<file path="config.mk">
export PLATFORM = sky130hd
export DESIGN_NAME = gray_step_decoder_flat
export DESIGN_NICKNAME = d
export VERILOG_FILES = /design/src/rtl/gray_step_decoder_if.sv /design/src/rtl/gray_step_decoder.sv /design/src/flat_wrapper.sv
export SDC_FILE = /design/constraint.sdc
export NUM_CORES = 1
export LEC_CHECK = 0
export BUFFER_PORTS_ARGS = -buffer_cell sky130_fd_sc_hd__buf_2
export CAP_MARGIN = 20
export CORE_MARGIN = 4
export CORE_UTILIZATION = 40
export DETAILED_ROUTE_END_ITERATION = 7
export PLACE_DENSITY = 0.63
export REMOVE_ABC_BUFFERS = 1
export SLEW_MARGIN = 0
export SYNTH_ARGS = -nofsm -noshare
export SYNTH_HDL_FRONTEND = slang
export SYNTH_SLANG_ARGS = --single-unit
</file>
<file path="constraint.sdc">
create_clock -name clk -period 5.9 [get_ports clk]
set_input_delay 0.885 -clock clk [delete_from_list [all_inputs] [get_ports clk]]
set_output_delay 0.885 -clock clk [all_outputs]
set_load 0.02 [all_outputs]
</file>
<file path="src/rtl/gray_step_decoder_if.sv">
// Sample/decode bundle between a Gray-counter source and gray_step_decoder.
// The source drives the sample side; the decoder drives everything else.
interface gray_step_decoder_if #(
    parameter int WIDTH = 4
);
    logic [WIDTH-1:0] gray_in;
    logic             gray_valid;
    logic [WIDTH-1:0] binary_out;
    logic             bin_valid;
    logic             dir;
    logic             wrap;
    logic             step_err;
    logic             locked;
    logic [7:0]       err_count;

    modport master (
        output gray_in, gray_valid,
        input  binary_out, bin_valid, dir, wrap, step_err, locked, err_count
    );

    modport slave (
        input  gray_in, gray_valid,
        output binary_out, bin_valid, dir, wrap, step_err, locked, err_count
    );
endinterface

</file>
<file path="src/rtl/gray_step_decoder.sv">
// Registers the binary decode of each accepted Gray sample and classifies the
// step from the previous sample as hold, up, down or illegal.
module gray_step_decoder #(
    parameter int WIDTH = 4
) (
    input  logic                clk,
    input  logic                reset,
    gray_step_decoder_if.slave  bus
);
    typedef enum logic [1:0] {IDLE, ACQUIRE, LOCKED} state_t;

    localparam logic [WIDTH-1:0] MAX_CODE = '1;

    state_t           r_state;
    state_t           w_state_nxt;
    logic [WIDTH-1:0] r_prev;
    logic             r_bin_valid;
    logic             r_dir;
    logic             r_wrap;
    logic             r_step_err;
    logic [7:0]       r_err_count;

    logic [WIDTH-1:0] w_decode;
    logic [WIDTH-1:0] w_delta;
    logic             w_hold;
    logic             w_up;
    logic             w_down;
    logic             w_legal;
    logic             w_illegal;
    logic             w_dir_nxt;
    logic             w_wrap;
    logic             w_step_err;

    // Binary bit i is the XOR of all Gray bits at or above position i.
    always_comb begin
        w_decode = '0;
        for (int i = 0; i < WIDTH; i++) begin
            w_decode[i] = ^(bus.gray_in >> i);
        end
    end

    assign w_delta   = w_decode - r_prev;
    assign w_hold    = (w_delta == '0);
    assign w_up      = (w_delta == {{(WIDTH-1){1'b0}}, 1'b1});
    assign w_down    = (w_delta == MAX_CODE);
    assign w_legal   = w_up | w_down;
    assign w_illegal = ~(w_hold | w_legal);

    // NOTE: every signal gets its default before the case so no path leaves
    // one unassigned, which would otherwise infer a latch.
    always_comb begin
        w_state_nxt = r_state;
        w_dir_nxt   = r_dir;
        w_wrap      = 1'b0;
        w_step_err  = 1'b0;
        if (bus.gray_valid) begin
            case (r_state)
                IDLE:    w_state_nxt = ACQUIRE;
                ACQUIRE: begin
                    if (w_legal)   w_state_nxt = LOCKED;
                    if (w_illegal) w_step_err  = 1'b1;
                end
                LOCKED: begin
                    if (w_illegal) begin
                        w_state_nxt = ACQUIRE;
                        w_step_err  = 1'b1;
                    end
                end
                default: w_state_nxt = IDLE;
            endcase
            // The first sample after IDLE has no predecessor to compare against.
            if (r_state != IDLE && w_legal) begin
                w_dir_nxt = w_up;
                w_wrap    = (w_up && r_prev == MAX_CODE) || (w_down && r_prev == '0);
            end
        end
    end

    // NOTE: state is only ever written with non-blocking assignments so every
    // register samples pre-edge values, independent of block ordering.
    always_ff @(posedge clk) begin
        if (reset) r_state <= IDLE;
        else       r_state <= w_state_nxt;
    end

    // The last accepted decode doubles as prev and as binary_out.
    always_ff @(posedge clk) begin
        if (reset) begin
            r_prev      <= '0;
            r_bin_valid <= 1'b0;
            r_dir       <= 1'b1;
            r_wrap      <= 1'b0;
            r_step_err  <= 1'b0;
            r_err_count <= '0;
        end else begin
            r_bin_valid <= bus.gray_valid;
            r_wrap      <= w_wrap;
            r_step_err  <= w_step_err;
            r_dir       <= w_dir_nxt;
            if (bus.gray_valid) r_prev <= w_decode;
            if (w_step_err && r_err_count != 8'hFF) r_err_count <= r_err_count + 8'd1;
        end
    end

    assign bus.binary_out = r_prev;
    assign bus.bin_valid  = r_bin_valid;
    assign bus.dir        = r_dir;
    assign bus.wrap       = r_wrap;
    assign bus.step_err   = r_step_err;
    assign bus.locked     = (r_state == LOCKED);
    assign bus.err_count  = r_err_count;
endmodule

</file>
<file path="src/flat_wrapper.sv">
// flat-port wrapper written by rule: the top's interface ports become plain ports
module gray_step_decoder_flat 
#(
    parameter int WIDTH = 4
)
  (clk, reset, bus_gray_in, bus_gray_valid, bus_binary_out, bus_bin_valid, bus_dir, bus_wrap, bus_step_err, bus_locked, bus_err_count);
  gray_step_decoder_if #(.WIDTH(WIDTH)) bus_i ();
  input  logic clk;
  input  logic reset;
  input wire logic [$bits(bus_i.gray_in)-1:0] bus_gray_in;
  input wire logic [$bits(bus_i.gray_valid)-1:0] bus_gray_valid;
  output wire logic [$bits(bus_i.binary_out)-1:0] bus_binary_out;
  output wire logic [$bits(bus_i.bin_valid)-1:0] bus_bin_valid;
  output wire logic [$bits(bus_i.dir)-1:0] bus_dir;
  output wire logic [$bits(bus_i.wrap)-1:0] bus_wrap;
  output wire logic [$bits(bus_i.step_err)-1:0] bus_step_err;
  output wire logic [$bits(bus_i.locked)-1:0] bus_locked;
  output wire logic [$bits(bus_i.err_count)-1:0] bus_err_count;
  assign bus_i.gray_in = bus_gray_in;
  assign bus_i.gray_valid = bus_gray_valid;
  assign bus_binary_out = bus_i.binary_out;
  assign bus_bin_valid = bus_i.bin_valid;
  assign bus_dir = bus_i.dir;
  assign bus_wrap = bus_i.wrap;
  assign bus_step_err = bus_i.step_err;
  assign bus_locked = bus_i.locked;
  assign bus_err_count = bus_i.err_count;
  gray_step_decoder #(.WIDTH(WIDTH)) u_core (.clk(clk), .reset(reset), .bus(bus_i));
endmodule
</file>
**Word-level counts from Yosys, hierarchy flattened**

Index checks and enable logic that the tools add are counted.

- Bits in registers: 18
- Bits of input ports: 7
- Output and inout bits: 17
- Logic and storage cells: 44

- $add $sub $neg: 2
- Equal/unequal tests: 8
- Multiplexer cells: 6
- Bitwise logic cells: 4
- Reduce and logical (&&, ||, !) cells: 17

Operator list:

| cell | count |
|---|---|
| $reduce_xor 4->1 | 4 |
| $add 8x1->8 const B | 1 |
| $eq 4x4->1 const B | 2 |
| $logic_not 4->1 | 2 |
| $ne 8x8->1 const B | 1 |
| $pmux 2 s3 | 1 |
| $eq 4x1->1 const B | 1 |
| $logic_and 1x1->1 | 4 |
| $mux 2 | 2 |
| $sub 4x4->4 | 1 |
| $mux 1 | 3 |
| $reduce_and 3->1 | 1 |
| $reduce_or 3->1 | 1 |
| $eq 2x1->1 const B | 1 |
| $eq 2x2->1 const B | 1 |
| $logic_not 2->1 | 1 |
| $ne 2x1->1 const B | 1 |
| $ne 2x2->1 const B | 1 |
| $not 1->1 | 2 |
| $or 1x1->1 | 2 |
| $reduce_and 2->1 | 1 |
| $reduce_bool 2->1 | 1 |
| $reduce_or 2->1 | 1 |
| $logic_or 1x1->1 | 1 |

**Logic depth before layout (Yosys ltp)**

Gate-level depths: netlist (run 1).

- Depth after elaboration: 9
- Gate-level depth with buffers: 12

**Worst setup path before layout (run 1)**

Ideal clock, no wire load.

- Kind: input to register
- From: input bus_gray_in[3]
- To: register u_core.r_state[0]
- Library setup time: 72 ps
- Arrival: 3298 ps
- Slack: 2530 ps
- Cell stages on the path: 11
- Path buffers: 0
- Cells stage by stage: xnor2_1 -> xnor2_1 -> xnor2_1 -> ha_1 -> inv_1 -> fa_1 -> xor2_1 -> a211o_1 -> o21a_1 -> a221oi_1 -> mux2i_1

- Word-level cells in the longest chain between the ends: 7
- Elaborated cells on any way between the ends: 13
- Those cells by class: 1 x add/sub; 4 x eq/ne; 2 x bitwise; 6 x reduce/logical

RTL lines:

| element | RTL line | RTL |
|---|---|---|
| start, declared | flat_wrapper.sv:10 | `input wire logic [$bits(bus_i.gray_in)-1:0] bus_gray_in;` |
| $reduce_xor 4->1 (*) | gray_step_decoder.sv:38 | `w_decode[i] = ^(bus.gray_in >> i);` |
| net u_core.w_decode[1] | gray_step_decoder.sv:23 | `logic [WIDTH-1:0] w_decode;` |
| $sub 4x4->4 (*) | gray_step_decoder.sv:42 | `assign w_delta = w_decode - r_prev;` |
| $eq 4x1->1 / $eq 4x4->1 (equally long branches) | gray_step_decoder.sv:44, gray_step_decoder.sv:45 |  |
| $or 1x1->1 | gray_step_decoder.sv:46 | `assign w_legal = w_up \| w_down;` |
| $or 1x1->1 | gray_step_decoder.sv:47 | `assign w_illegal = ~(w_hold \| w_legal);` |
| $ne 2x2->1 (no source line) | n/a |  |
| $reduce_and 3->1 (no source line) (*) | n/a |  |
| end signal, assigned | gray_step_decoder.sv:83 | `else r_state <= w_state_nxt;` |
| end, declared | gray_step_decoder.sv:14 | `state_t r_state;` |

The timed path passes the listed nets; every way through them passes the cells marked *.
A chain may end at the register's enable or synchronous reset.

**Final worst setup path (run 1)**

- From: input bus_gray_in[3]
- To: register u_core.r_err_count[6], in the netlist u_core.bus.err_count[6]

- Word-level cells in the longest chain between the ends: 9
- Elaborated cells on any way between the ends: 14
- Those cells by class: 1 x add/sub; 2 x eq/ne; 3 x mux; 2 x bitwise; 6 x reduce/logical

RTL lines:

| element | RTL line | RTL |
|---|---|---|
| $reduce_xor 4->1 (*) | gray_step_decoder.sv:38 |  |
| net u_core.w_decode[1] | gray_step_decoder.sv:23 |  |
| $sub 4x4->4 (*) | gray_step_decoder.sv:42 |  |
| $eq 4x1->1 / $eq 4x4->1 (equally long branches) | gray_step_decoder.sv:44, gray_step_decoder.sv:45 |  |
| $or 1x1->1 | gray_step_decoder.sv:46 |  |
| $or 1x1->1 (*) | gray_step_decoder.sv:47 |  |
| $mux 1 (*) | gray_step_decoder.sv:61, gray_step_decoder.sv:64 |  |
| $mux 1 (*) | n/a |  |
| $mux 1 (*) | gray_step_decoder.sv:56 | `if (bus.gray_valid) begin` |
| $logic_and 1x1->1 (*) | gray_step_decoder.sv:101 | `if (w_step_err && r_err_count != 8'hFF) r_err_count <= r_err_count + 8'd1;` |
| end signal, assigned | gray_step_decoder.sv:101 |  |
| end, declared | gray_step_decoder.sv:21 | `logic [7:0] r_err_count;` |

Marked as above.

==> impl_metrics.ini, run 1 <==
[clocking]
post-cts-setup-buffers = 0
tritoncts.num_buffers = 3
cts_buffer_depth = 2
holdBufCountCts = 0
cts_num_sinks = 18
cts_max_level = 1
tritoncts = done
cts_root_buf = clkbuf_4
clk_latency_ns = 0.29
post_cts_resized = 0
path_clk_slew_ns = 0.11

[critical_path]
arrival_ns = 3.74
max_stage_delay_ns = 0.44
critPathSlowestCell = or3_1
worstSetupPathType = input port to flip-flop
critical_path_buf_inv_count = 2
required_ns = 6.14
critPathTopFamily = XOR/XNOR gates
critPathMaxFanout = 8
path_cells = buf_2 -> xnor2_1 -> xnor2_1 -> xnor2_1 -> ha_1 -> inv_1 -> fa_1 -> xor2_1 -> a211o_1 -> nand4bb_1 -> or3_1 -> a21oi_1
crit_top_cell = xnor2_1
worstSetupEndpointType = flip-flop
critPathLaunchType = input port

[route]
drtIter0Drc = 4
vias_per_cell = 5.33
antenna_left = 0
vias = 884
dr.pass1.iters = 4
route.detailed.wl_per_inst_microns = 12.3
drc = 0
wirelength_microns = 2050

[flow_run]
timing.max_cap.violations = 0

[floorplanning]
rows = 17
die_h_microns = 57.9
initial_core_util_pct = 43.3
design.die.area_sq_mm = 0.00335
num_io_pins = 24
die_w_microns = 57.9
coreArea_sq_mm = 0.00230

[min_path]
hold_class = flip-flop to flip-flop

[cells_and_area]
area_growth_pct = 17.1
n_antenna_cell = 0
drive_gt1_share_pct = 21.0
n_fill_cell = 238
nets = 155

[timing]
slew_headroom_pct = 69.3
whs_ns = 0.511
final.setup_skew_ns = 0.00280
post-route-period-util_pct = 59.4
worst_pin_slew_ns = 0.458
rsz0062_at_grt = no
min_period_ns = 3.50
tns_ns = 0
hold_violations = 0
final-setup-viol-count = 0
fmax_mhz = 286
maxSlewViolCount = 0

[pwr]
power-per-cell-area_mw_per_mm2 = 254
leakagePower_uw = 0.000509
ir_drop_mv = 0.117

[global_route]
grt_pass1_vias = 789
antenna_found_initial = 0
grt_max_degree = 19
grt-ovfl-total = 0
track_usage_pct = 13.5
grt_pass1_wl_microns = 3550

[synthesis]
yosysUniqueCellTypes = 31
synth_cells = 115
ys_ff_latch = 18
synth-seq-area-share_pct = 36.2
avgSynthCellArea_sq_um = 8.65
yosysWarnings = 0
synthesis.area_sq_um = 995

[placed_design]
io_buffers = 23
place_congestion = 0.807
dp_hpwl_microns = 1560

[run_status]
status = finished clean
==> through the flow <==
stage	power [uW]	std cells	setup slack (ns)	instance area (sq um)	util (%)
finish	296	166	2.40	1160	50.7
global placement	220	162	2.17	1130	49.1
floorplan	198	111	2.53	978	-
CTS	300	166	2.38	1160	50.7
global route	317	166	2.01	1160	50.7
detailed placement	220	162	2.12	1130	49.1
==> synthesized netlist by cell type <==
cell / count / area share [%]
and3_1: 1 / 0.63
nand4_1: 3 / 1.9
and3b_1: 1 / 0.88
o21ai_0: 8 / 4.0
xor2_1: 3 / 2.6
o211ai_1: 1 / 0.75
mux2i_1: 4 / 4.0
a211o_1: 2 / 1.8
nor2b_1: 1 / 0.63
or2_2: 1 / 0.63
nor2_1: 12 / 4.5
nand2b_1: 1 / 0.63
a21o_1: 1 / 0.75
nand3_1: 5 / 2.5
or4_1: 1 / 0.75
nor3_1: 4 / 2.0
nand4bb_1: 1 / 1.1
a21oi_1: 5 / 2.5
dfxtp_1: 18 / 36
fa_1: 1 / 2.0
nand2_1: 4 / 1.5
clkbuf_1: 3 / 1.1
xnor2_1: 4 / 3.5
a211oi_2: 1 / 1.3
o21a_1: 1 / 0.75
a211oi_1: 3 / 2.3
a221oi_1: 1 / 0.88
ha_1: 8 / 10
buf_2: 1 / 0.50
or3_1: 6 / 3.8
inv_1: 9 / 3.4
==> cells in the final DEF (no fill, tap or decap), types with 4 or more instances in the layout <==
cell type  synthesis  routed
o21ai_0            8       8
nand2_1            4       4
xnor2_1            4       4
buf_2              1      23
ha_1               8       8
inv_1              9       9
nand3_1            5       5
nor3_1             4       4
or3_1              6       6
dfxtp_1           18      18
nor2_1            12      12
mux2i_1            4       4
a21oi_1            5       5
==> routing by layer <==
metal | vias to the layer above | wire length (microns) | global-route usage, %
met4 | 0 | 19 | 4.97
met1 | 413 | 962 | 17.3
met5 | - | 0 | 0
met3 | 2 | 97 | 3.56
met2 | 18 | 970 | 21.8
li1 | 451 | - | -
==> cell families after synthesis <==
kind of cell             share of synthesized area (%)
AO/OA/AOI/OAI                                     15.0
AND/OR/NAND/NOR                                   21.5
XOR/XNOR                                          6.16
multiplexers                                      4.03
flip-flops                                        36.2
buffers and inverters                             5.03
adder cells (fa/ha/maj)                           12.1
==> path summary, 6_finish.rpt <==
kind                       startpoint                      end  slack (ns)  depth (start not counted)
min reg2reg            u_core.bus.dir           u_core.bus.dir        0.51                          2
max                    bus_gray_in[3]  u_core.bus.err_count[6]        2.40                         12
min                    u_core.bus.dir           u_core.bus.dir        0.51                          2
max reg2reg  u_core.bus.binary_out[1]  u_core.bus.err_count[6]        3.33                          8
==> worst register-to-register path: stages (launching register included) <==
cell and delay (ns):
dfxtp_1 0.42, inv_1 0.11, ha_1 0.29, and3b_1 0.18
or3_1 0.39, nand4_1 0.22, nand4bb_1 0.34, or3_1 0.44
a21oi_1 0.13
==> layout make-up <==
class	instances	area [sq um]	share of cell area, %
inverters	9	33.8	2.90
flip-flops and latches	18	360	30.9
repair buffers	23	115	9.88
clock buffers	4	36.3	3.11
well taps	28	35.0	3.01
multi-input cells	84	584	50.2
==> state kept, by name, summed over array words and instances (netlist names) <==
name and cells:
u_core.bus.err_count 8, u_core.bus.binary_out 4, u_core.r_state 2, u_core.bus.bin_valid 1, u_core.bus.dir 1, u_core.bus.step_err 1
u_core.bus.wrap 1
==> where the power goes <==
| part | internal [uW] | switching (uW) |
|---|---|---|
| Combinational | 33.3 | 48.6 |
| Clock | 37.6 | 40.4 |
| Sequential | 129 | 7.17 |
| Total | 200 | 96.2 |
(Power assumes the default switching activity.)
==> inputs of run 2 (changes only) <==
- PLACE_DENSITY: 0.63 -> 0.65
- clock period: 5.9 -> 3.1 ns (I/O delays scaled with it)
==> run 2 against run 1 <==
  * Clock skew is essentially flat
  * Cell count grew 2.4%
  * Utilization grew 1.4 points
  * Via count is the same
  * Register-to-register slack lost 2.8 ns
  * Routed wire length shrank 0.54%
  * Clock power grew 44%
  * Critical path depth shrank 1
  * Sequential share of layout area shrank 0.81 points
  * Setup slack lost 2.2 ns
==> impl_metrics.ini, run 2 (synthesis gave the netlist of run 1 again) <==
[timing]
min_period_ns = 2.89
fmax_mhz = 346
maxSlewViolCount = 0
rsz0062_at_grt = no
post-route-period-util_pct = 93.2
whs_ns = 0.512
worst_pin_slew_ns = 0.348
final.setup_skew_ns = 0.00292
hold_violations = 0
slew_headroom_pct = 76.8
final-setup-viol-count = 0

[cells_and_area]
drive_gt1_share_pct = 23.9
fin_util_pct = 52.1
seqCellArea_sq_um = 360
area_growth_pct = 20.3
n_fill_cell = 231
design_area_sq_mm = 0.00120
multi_input_area_sq_um = 592
final_common_cell = buf_2
nets = 160
n_antenna_cell = 0
mostFrequentLayoutCells = 23 x buf_2, 18 x dfxtp_1, 12 x nor2_1, 9 x inv_1
largest_reg_flops = 8

[clocking]
path_clk_slew_ns = 0.09
cts_buffer_depth = 2
cts_root_buf = clkbuf_4
cts_num_sinks = 18
tritoncts.num_buffers = 3
tritoncts = done
clk_latency_ns = 0.29
cts_max_level = 1

[pwr]
leakagePower_uw = 0.000531
switching_share_pct = 32.7
ir_drop_mv = 0.322
intPower_uw = 365
combPwrFrac_pct = 31.6
pwr-share-clk_pct = 20.7
net-switching-power_uw = 177
power-per-cell-area_mw_per_mm2 = 453
seqPwrFrac_pct = 47.7

[critical_path]
crit_top_cell = xnor2_1
critPathSlowestCell = or3_1
path_cells = buf_2 -> xnor2_1 -> xnor2_2 -> xnor2_1 -> ha_1 -> and3b_1 -> or3_1 -> a211o_1 -> o21a_1 -> a221oi_1 -> mux2i_1
arrival_ns = 3.11
worstSetupEndpointType = flip-flop
critPathLaunchType = input port
critPathMaxFanout = 6
required_ns = 3.33
max_stage_delay_ns = 0.40
worstSetupPathType = input port to flip-flop

[floorplanning]
coreArea_sq_mm = 0.00230
initial_core_util_pct = 43.3
rows = 17
num_io_pins = 24
die_h_microns = 57.9
design.die.area_sq_mm = 0.00335
die_w_microns = 57.9

[global_route]
grt_pass1_vias = 811
antenna_found_initial = 0
track_usage_pct = 12.7
grt-ovfl-total = 0
grt_pass1_wl_microns = 3380
grt_max_degree = 19

[flow_run]
timing.max_cap.violations = 0

[placed_design]
dp_hpwl_microns = 1600
io_buffers = 23
placed_cell_area_sq_mm = 0.00117
place_congestion = 0.779

[route]
wirelength_microns = 2040
dr.pass1.iters = 2
drc = 0
route.detailed.wl_per_inst_microns = 12.0
drtIter0Drc = 18
antenna_left = 0
vias_per_cell = 5.20
vias = 884

[run_status]
status = finished clean

[min_path]
hold_class = input port to flip-flop
-- run 2: metal layers --
metal | wire [microns] | vias up | global-route usage [%]
li1 | - | 461 | -
met1 | 984 | 401 | 15.2
met2 | 932 | 20 | 21.5
met3 | 106 | 2 | 4.45
met4 | 14 | 0 | 3.31
met5 | 0 | - | 0
-- run 2: layout make-up --
| type | count | share of cell area, % |
|---|---|---|
| flip-flops and latches | 18 | 30.1 |
| inverters | 9 | 2.82 |
| well taps | 28 | 2.93 |
| clock buffers | 3 | 1.88 |
| repair buffers | 28 | 12.8 |
| multi-input cells | 84 | 49.5 |
-- run 2: critical path, delay by kind of cell --
kind,cells,cell delay [ns]
xor gates and xnor gates,3,0.65
adders and majority gates,1,0.19
and+or+nand+nor,2,0.58
AOI/OAI and AO/OA,3,0.90
buffers and inverters,1,0.11
muxes,1,0.22
-- run 2: worst paths after layout --
check	cells after the start	end	from	slack, ns
max	11	u_core.r_state[0]	bus_gray_in[3]	0.21
min	2	u_core.bus.binary_out[2]	bus_gray_valid	0.51
min reg2reg	2	u_core.bus.dir	u_core.bus.dir	0.51
max reg2reg	8	u_core.r_state[0]	u_core.bus.binary_out[1]	0.52
-- run 2: repair_timing --
action | in CTS | in global routing
endpoints found under the setup margin | 0 | 1
setup buffers | 0 | 0
resized for setup | 0 | 1
hold buffers | 0 | 0
-- run 2: per-stage QoR --
stage | setup TNS (ns) | power (uW) | setup slack [ns] | cells
final | 0 | 542 | 0.212 | 170
after global routing | 0 | 583 | 0.0376 | 170
after CTS | 0 | 549 | 0.196 | 170
after global placement | -0.0185 | 429 | -0.0185 | 167
after floorplan | 0 | 378 | 0.150 | 111
after detailed placement | -0.315 | 433 | -0.107 | 167
-- run 2: power by group through the flow --
stage	clock network (uW)	registers (uW)	logic, uW
floorplan	0	273	104
global placement	0	263	166
detailed placement	0	264	169
CTS	119	259	171
global route	129	261	193
finish	112	258	171
==> inputs of run 3 (changes only) <==
--- a/config.mk
+++ b/config.mk
@@ -10,4 +10,5 @@
 export CORE_MARGIN = 4
 export CORE_UTILIZATION = 40
+export CTS_CLUSTER_SIZE = 40
 export DETAILED_ROUTE_END_ITERATION = 7
 export PLACE_DENSITY = 0.65
==> constraint.sdc (replaced) <==
create_clock -name clk -period 3.1 [get_ports clk]
set_input_delay 0.31 -clock clk [delete_from_list [all_inputs] [get_ports clk]]
set_output_delay 0.31 -clock clk [all_outputs]
set_load 0.02 [all_outputs]
==> run 3 against run 2 <==
  * Routed wire length up 6.9%
  * Register-to-register slack worse by 0.03 ns
  * Cell count down 0.59%
  * Critical endpoint unchanged
  * Largest cell class unchanged
==> impl_metrics.ini, run 3 (synthesis gave the netlist of run 1 again) <==
[floorplanning]
rows = 17
design.die.area_sq_mm = 0.00335
initial_core_util_pct = 43.3
num_io_pins = 24
coreArea_sq_mm = 0.00230
die_w_microns = 57.9
die_h_microns = 57.9

[global_route]
track_usage_pct = 13.9
antenna_found_initial = 0
grt-ovfl-total = 0
use_met2_pct = 22.6
grt_pass1_wl_microns = 3660
met1_usage_pct = 17.7
top_usage_layer = met2
grt_pass1_vias = 818
grt_max_degree = 19
use_met3_pct = 2.90

[pwr]
switching_share_pct = 32.4
ir_drop_mv = 0.261
leakagePower_uw = 0.000523
combPwrFrac_pct = 29.1
intPower_uw = 386
finalPower_uw = 571
power-per-cell-area_mw_per_mm2 = 481
seqPwrFrac_pct = 45.4
pwr-share-clk_pct = 25.5
net-switching-power_uw = 185

[min_path]
hold_class = input port to flip-flop

[critical_path]
required_ns = 3.33
worstSetupEndpointType = flip-flop
critPathMaxFanout = 6
critPathLaunchType = input port
arrival_ns = 3.00
worstSetupPathType = input port to flip-flop

[placed_design]
dp_hpwl_microns = 1610
place_congestion = 0.802
io_buffers = 23

[timing]
final-setup-viol-count = 0
min_period_ns = 2.77
maxSlewViolCount = 0
slew_headroom_pct = 75.6
rsz0062_at_grt = no
final.setup_skew_ns = 0.00238
worst_pin_slew_ns = 0.363
hold_violations = 0
fmax_mhz = 361
post-route-period-util_pct = 89.5
whs_ns = 0.335

[clocking]
cts_root_buf = clkbuf_4
cts_num_sinks = 18
cts_buffer_depth = 2
path_clk_slew_ns = 0.10
clk_latency_ns = 0.29
cts_max_level = 1
post_cts_resized = 0
holdBufCountCts = 0
tritoncts.num_buffers = 3
tritoncts = done
post-cts-setup-buffers = 0

[cells_and_area]
nets = 158
largest_reg_flops = 8
drive_gt1_share_pct = 22.7
final_common_cell = buf_2
multi_input_area_sq_um = 584
n_antenna_cell = 0
seqCellArea_sq_um = 360
n_fill_cell = 244
area_growth_pct = 19.4
mostFrequentLayoutCells = 23 x buf_2, 18 x dfxtp_1, 12 x nor2_1, 9 x inv_1

[run_status]
status = finished clean

[route]
drc = 0
vias = 885
dr.pass1.iters = 4
vias_per_cell = 5.24
route.detailed.wl_per_inst_microns = 12.9
antenna_left = 0
drtIter0Drc = 35
wirelength_microns = 2180

[flow_run]
timing.max_cap.violations = 0
[run 3: changes by cell type in the layout (fill, tap and decap cells not counted), sizes merged]
cell	delta
clkbuf	+1
buf	-2
[run 3: final cells by class]
class                   count  area share [%]
well taps                  28            2.95
clock buffers               4            3.06
inverters                   9            2.85
flip-flops and latches     18            30.3
multi-input cells          84            49.2
repair buffers             26            11.6
[run 3: path summary, 6_finish.rpt]
check,start,endpoint,slack [ns],cells after the start
setup / recovery,bus_gray_in[3],u_core.r_state[0],0.33,12
hold / removal,bus_gray_in[3],u_core.bus.binary_out[3],0.34,3
setup reg to reg,u_core.bus.binary_out[2],u_core.r_state[0],0.49,8
hold reg to reg,u_core.r_state[0],u_core.r_state[0],0.51,2
[run 3: power groups by stage]
| stage | combinational [uW] | sequential (uW) | clock [uW] |
|---|---|---|---|
| 6_report | 166 | 259 | 146 |
| 5_1_grt | 187 | 262 | 165 |
| 4_1_cts | 168 | 259 | 151 |
| 3_5_place_dp | 165 | 264 | 0 |
| 3_3_place_gp | 162 | 263 | 0 |
| 2_1_floorplan | 104 | 273 | 0 |
[run 3: per-stage QoR]
| stage | area [sq um] | setup WS (ns) | util [%] | cells | TNS [ns] |
|---|---|---|---|---|---|
| 6_report | 1190 | 0.326 | 51.7 | 169 | 0 |
| 5_1_grt | 1190 | 0.101 | 51.7 | 169 | 0 |
| 3_3_place_gp | 1150 | 0.0975 | 50.1 | 165 | 0 |
| 2_1_floorplan | 978 | 0.305 | - | 111 | 0 |
| 3_5_place_dp | 1150 | -0.0122 | 50.1 | 165 | -0.0122 |
| 4_1_cts | 1190 | 0.300 | 51.7 | 169 | 0 |
[run 3: layer usage]
layer  up-vias  part of all wire, %
met1       404                   50
met5         -                    0
li1        459                    -
met4         0                 0.64
met2        20                   45
met3         2                  4.7
[run 3: critical path, stage by stage]
cell	delay (ns)
buf_2	0.12
xnor2_1	0.15
xnor2_1	0.33
xnor2_1	0.19
ha_1	0.19
inv_1	0.05
fa_1	0.37
xor2_1	0.18
a211o_1	0.35
o21a_1	0.22
a221oi_1	0.33
mux2i_1	0.21
